File: config.mk
export PLATFORM = sky130hd
export DESIGN_NAME = sum_accumulator
export DESIGN_NICKNAME = d
export VERILOG_FILES = /design/src/rtl/sum_pkg.sv /design/src/rtl/carry_lookahead_adder.sv /design/src/rtl/sum_accumulator.sv
export SDC_FILE = /design/constraint.sdc
export NUM_CORES = 1
export LEC_CHECK = 0
export ABC_CLOCK_PERIOD_IN_PS = 2000
export CAP_MARGIN = 20
export CORE_UTILIZATION = 30
export DETAILED_ROUTE_END_ITERATION = 7
export HOLD_SLACK_MARGIN = 0.05
export SLEW_MARGIN = 20
export SYNTH_ARGS = -nofsm -noshare
export SYNTH_HDL_FRONTEND = slang
export SYNTH_SLANG_ARGS = --single-unit
File: constraint.sdc
create_clock -name clk -period 2 [get_ports clk]
set_input_delay 0.4 -clock clk [delete_from_list [all_inputs] [get_ports clk]]
set_output_delay 0.4 -clock clk [all_outputs]
set_load 0.005 [all_outputs]
File: src/rtl/sum_pkg.sv
// Shared types and default sizing for the sum accumulator.
// Holds the FSM state encoding and the default operand/counter widths.
package sum_pkg;

   localparam int DEF_WIDTH = 9;
   localparam int DEF_CNT_W = 4;

   typedef enum logic [1:0] {
      IDLE = 2'd0,
      ACC  = 2'd1,
      DONE = 2'd2
   } state_e;

endpackage

File: src/rtl/carry_lookahead_adder.sv
// WIDTH-bit adder: 4-bit lookahead blocks chained by block carry,
// with any leftover high bits finished as a short ripple tail.
module carry_lookahead_adder #(
   parameter int WIDTH = 9
) (
   input  logic [WIDTH-1:0] x,
   input  logic [WIDTH-1:0] y,
   input  logic             carry_in,
   output logic [WIDTH-1:0] sum,
   output logic             carry_out
);

   localparam int NBLK = WIDTH / 4;

   logic [WIDTH-1:0] g;
   logic [WIDTH-1:0] p;

   assign g = x & y;
   assign p = x ^ y;

   always_comb begin
      logic cy;
      logic c1;
      logic c2;
      logic c3;
      // NOTE: every variable gets a default first so no path through this block infers a latch.
      sum = '0;
      cy  = carry_in;
      c1  = 1'b0;
      c2  = 1'b0;
      c3  = 1'b0;
      for (int b = 0; b < NBLK; b++) begin
         c1 = g[4*b] | (p[4*b] & cy);
         c2 = g[4*b+1] | (p[4*b+1] & g[4*b]) | ((&p[4*b +: 2]) & cy);
         c3 = g[4*b+2] | (p[4*b+2] & g[4*b+1]) | ((&p[4*b+1 +: 2]) & g[4*b])
            | ((&p[4*b +: 3]) & cy);
         sum[4*b +: 4] = p[4*b +: 4] ^ {c3, c2, c1, cy};
         // Block carry-out from group generate/propagate, not from c3.
         cy = g[4*b+3] | (p[4*b+3] & g[4*b+2]) | ((&p[4*b+2 +: 2]) & g[4*b+1])
            | ((&p[4*b+1 +: 3]) & g[4*b]) | ((&p[4*b +: 4]) & cy);
      end
      for (int i = NBLK * 4; i < WIDTH; i++) begin
         sum[i] = p[i] ^ cy;
         cy     = g[i] | (p[i] & cy);
      end
      carry_out = cy;
   end

endmodule

File: src/rtl/sum_accumulator.sv
// Streaming group accumulator: sums beats until in_last, then holds the result until handoff.
// Define SUM_ACC_SATURATE_EN to clamp the sum at all ones on carry instead of wrapping.
module sum_accumulator
   import sum_pkg::*;
#(
   parameter int WIDTH = DEF_WIDTH,
   parameter int CNT_W = DEF_CNT_W
) (
   input  logic             clk,
   input  logic             rst_n,
   input  logic             clear,
   input  logic             in_valid,
   output logic             in_ready,
   input  logic [WIDTH-1:0] in_data,
   input  logic             in_last,
   output logic             out_valid,
   input  logic             out_ready,
   output logic [WIDTH-1:0] out_sum,
   output logic             out_ovf,
   output logic [CNT_W-1:0] out_count
);

   localparam logic [CNT_W-1:0] CNT_MAX = '1;

   state_e           state_q, state_d;
   logic [WIDTH-1:0] acc_q, acc_d;
   logic             ovf_q, ovf_d;
   logic [CNT_W-1:0] count_q, count_d;
   logic             armed_q, armed_d;

   logic [WIDTH-1:0] add_sum;
   logic             add_carry;
   logic             beat;
   logic             handoff;

   carry_lookahead_adder #(
      .WIDTH(WIDTH)
   ) u_adder (
      .x        (acc_q),
      .y        (in_data),
      .carry_in (1'b0),
      .sum      (add_sum),
      .carry_out(add_carry)
   );

   // armed_q keeps in_ready low while in reset and for the cycle of release.
   assign in_ready  = armed_q && (state_q != DONE);
   assign out_valid = (state_q == DONE);
   assign beat      = in_valid && in_ready;
   assign handoff   = out_valid && out_ready;

   assign out_sum   = acc_q;
   assign out_ovf   = ovf_q;
   assign out_count = count_q;

   always_comb begin
      state_d = state_q;
      acc_d   = acc_q;
      ovf_d   = ovf_q;
      count_d = count_q;
      armed_d = 1'b1;
      if (clear) begin
         state_d = IDLE;
         acc_d   = '0;
         ovf_d   = 1'b0;
         count_d = '0;
      end else begin
         unique case (state_q)
            IDLE: begin
               if (beat) begin
                  acc_d   = in_data;
                  ovf_d   = 1'b0;
                  count_d = CNT_W'(1);
                  state_d = in_last ? DONE : ACC;
               end
            end
            ACC: begin
               if (beat) begin
`ifdef SUM_ACC_SATURATE_EN
                  acc_d = add_carry ? '1 : add_sum;
`else
                  acc_d = add_sum;
`endif
                  ovf_d   = ovf_q | add_carry;
                  count_d = (count_q == CNT_MAX) ? count_q : count_q + CNT_W'(1);
                  if (in_last) begin
                     state_d = DONE;
                  end
               end
            end
            DONE: begin
               if (handoff) begin
                  state_d = IDLE;
               end
            end
            default: state_d = IDLE;
         endcase
      end
   end

   // NOTE: non-blocking assignments so every flop samples pre-edge values regardless of block order.
   always_ff @(posedge clk or negedge rst_n) begin
      if (!rst_n) begin
         state_q <= IDLE;
         acc_q   <= '0;
         ovf_q   <= 1'b0;
         count_q <= '0;
         armed_q <= 1'b0;
      end else begin
         state_q <= state_d;
         acc_q   <= acc_d;
         ovf_q   <= ovf_d;
         count_q <= count_d;
         armed_q <= armed_d;
      end
   end

endmodule

==> impl_metrics.ini <==
[run_status]
status = finished with violations
violations = setup timing

[route]
vias = 1078
final_antenna_net_count = 0
drt-pass1-iter-count = 4
initialDrtViolationCount = 30
drt-vias-per-instance = 4.900
wirelength_mm = 3.043
wl_per_cell_um = 13.83
drc_errors = 0

[placement]
place.detailed.hpwl_mm = 2.248
place_inst = 213
portBuffers = 30
globalplace.congestion = 0.7277
pre_cts_ws_ps = -647.7

[timing]
finClkSkew_ps = 2.790
holdWs_ps = 487.8
fin_ws_ps = -79.83
rsz0062_at_grt = yes
finalHoldViolCount = 0
final_min_period_over_clock_period_pct = 104.0
finalMaxSlewViolations = 0
finalSetupViolCount = 1
finalCriticalPeriod_ps = 2080
relSlewSlack_pct = 64.32
worst_slew_pin_slew_ps = 535.3
fmax_mhz = 480.8

[hold_path]
holdCritPathClass = in -> async

[run]
drv_cap = 0

[yosys]
synth_top_area_share_pct = 37.12
syn_avg_cell_area_sq_um = 9.551
synth_cells = 120
async_flop_share_pct = 100.0
syn_nets = 147
synth_top_area_cell = dfrtp_1
synth_warnings = 0
synth_edf_count = 0
ys_top_cells_by_count = dfrtp_1 (17), a21oi_1 (12), nand2_1 (12)
synth-seq-area-share_pct = 37.12
synth_area_sq_mm = 0.001146
synth_seq_cells = 17
post-synth-top-count-cell = dfrtp_1
yosys-top-cells-area = dfrtp_1 (37%), ha_1 (9.8%), a21oi_1 (5.2%)
synth.distinct_cells = 36
ys.flop_type = dfrtp_1

[cts]
clk_latency_ps = 250
cts_tree = yes
numCtsBuffers = 3
path_clk_slew_ps = 70
numClockSinks = 17
ctsHoldBuffers = 0
clockBufferDepth = 2
root_buffer = clkbuf_8
htree_levels = 1

[power]
seq_power_share_pct = 41.5
power_density_mw_per_mm2 = 514.9
total_power_mw = 0.9148
power_switching_mw = 0.2611
combPwrFrac_pct = 29.2
clockPowerShare_pct = 29.2
swShare_pct = 28.54
power.leakage_nw = 0.8191
ir_drop_mv = 0.2834
p_int_mw = 0.6538

[global_route]
grt_max_degree = 18
overflow = 0
grt_pass1_wl_mm = 5.023
track_usage_pct = 15.98
grt_pass1_vias = 1118
antenna_found_initial = 0

[cells_and_area]
nNetsFinal = 200
area_growth_pct = 55.02
n_antenna_cell = 0
drive_gt1_share_pct = 23.26
nFillCells = 367
layoutNonFillerInstCount = 220

[worst_setup_path]
cp-end-kind = register
cp_max_fo = 3
critPathKind = reg -> reg
startpoint_type = register
cp.arrival_ps = 2220
required_ps = 2150

[die]
die_h_um = 63.81
io_pins = 31
initial_utilization_pct = 31.31
rows = 22
core-area_sq_mm = 0.003661
die_x_um = 63.81
design.die.area_sq_mm = 0.004072
-- layer usage --
layer / track usage [%] / up-vias / wire length [um]
met5: 0 / - / 0
met4: 4.830 / 0 / 23
met3: 2.679 / 4 / 113
met2: 29.92 / 21 / 1598
met1: 18.25 / 522 / 1308
li1: - / 531 / -
-- registers in the layout (all words and copies together) (netlist names) --
signal     flops
out_sum        9
out_count      4
state_q        2
armed_q        1
out_ovf        1
-- final timing paths --
kind,slack [ps],startpoint,cells after the start,to
min in group clk,530,out_sum[7]$_DFFE_PN0P_,2,out_sum[7]$_DFFE_PN0P_
max in group asynchronous,1310,rst_n,2,out_sum[4]$_DFFE_PN0P_
max reg2reg,-80,out_sum[2]$_DFFE_PN0P_,8,out_sum[8]$_DFFE_PN0P_
min,490,rst_n,2,out_count[1]$_DFFE_PN0P_
min reg2reg,530,out_sum[7]$_DFFE_PN0P_,2,out_sum[7]$_DFFE_PN0P_
max,-80,out_sum[2]$_DFFE_PN0P_,8,out_sum[8]$_DFFE_PN0P_
-- power by group through the flow --
stage	Clock, mW	Combinational, mW	Sequential, mW
after floorplan	0	0.117	0.386
after detailed placement	0	0.256	0.385
after global placement	0	0.249	0.385
after global routing	0.294	0.296	0.383
final	0.267	0.267	0.380
after CTS	0.279	0.264	0.380
-- cells by family after synthesis --
family / count (synthesis) / synth area share (%)
other: 1 / 0.3272
adders and majority gates: 12 / 15.07
xor gates and xnor gates: 4 / 3.057
buffers and inverters: 10 / 3.494
AOI/OAI and AO/OA: 33 / 18.78
and+or+nand+nor: 37 / 16.49
muxes: 6 / 5.677
DFF: 17 / 37.12
-- final cells by class --
type                    instances  area, sq um  share of cell area (%)
clock buffers                   4        45.04                   2.535
repair buffers                 52        460.4                   25.92
multi-input cells              93        763.2                   42.96
well taps                      48        60.06                   3.380
flip-flops and latches         17        425.4                   23.94
inverters                       6        22.52                   1.268
-- what timing repair did --
action / CTS / global route
setup endpoints to repair: 4 / 5
buffers inserted: 2 / 1
endpoints found under the hold margin: 0 / 0
gates resized for setup: 15 / 2
pin swaps: 5 / 0
-- cells in the final DEF, fill, tap and decap left out, types with 2 or more instances in the layout --
master,count
nand2_1,12
clkdlybuf4s15_1,2
and3_1,2
clkdlybuf4s50_1,24
a21o_1,4
a32oi_1,3
xor2_1,3
clkbuf_8,3
nand2b_1,2
ha_4,5
nor3_1,4
mux2i_1,5
buf_4,22
ha_1,3
dfrtp_1,17
a21oi_1,9
nand3_1,3
o21ai_1,3
o21ai_0,3
a21oi_2,3
dlygate4sd2_1,4
nor2_1,5
inv_1,6
and2_1,2
fa_1,2
-- critical path, cell delays in order, from the launching register on --
cell and delay [ps]:
dfrtp_1 410, ha_4 230, a41o_1 240, a21oi_2 170, o21ai_2 90, a21o_1 170
fa_1 440, mux2i_1 160, o21ai_1 70
-- stage by stage --
step / area [sq um] / setup TNS (ps) / util, %
finish: 1777 / -79.83 / 48.53
global route: 1777 / -331.7 / 48.53
CTS: 1765 / -98.21 / 48.22
detailed placement: 1677 / -2532 / 45.80
global placement: 1677 / -2308 / 45.80
floorplan: 1191 / -17.79 / -
No activity file was read; power rests on OpenSTA's default activity.
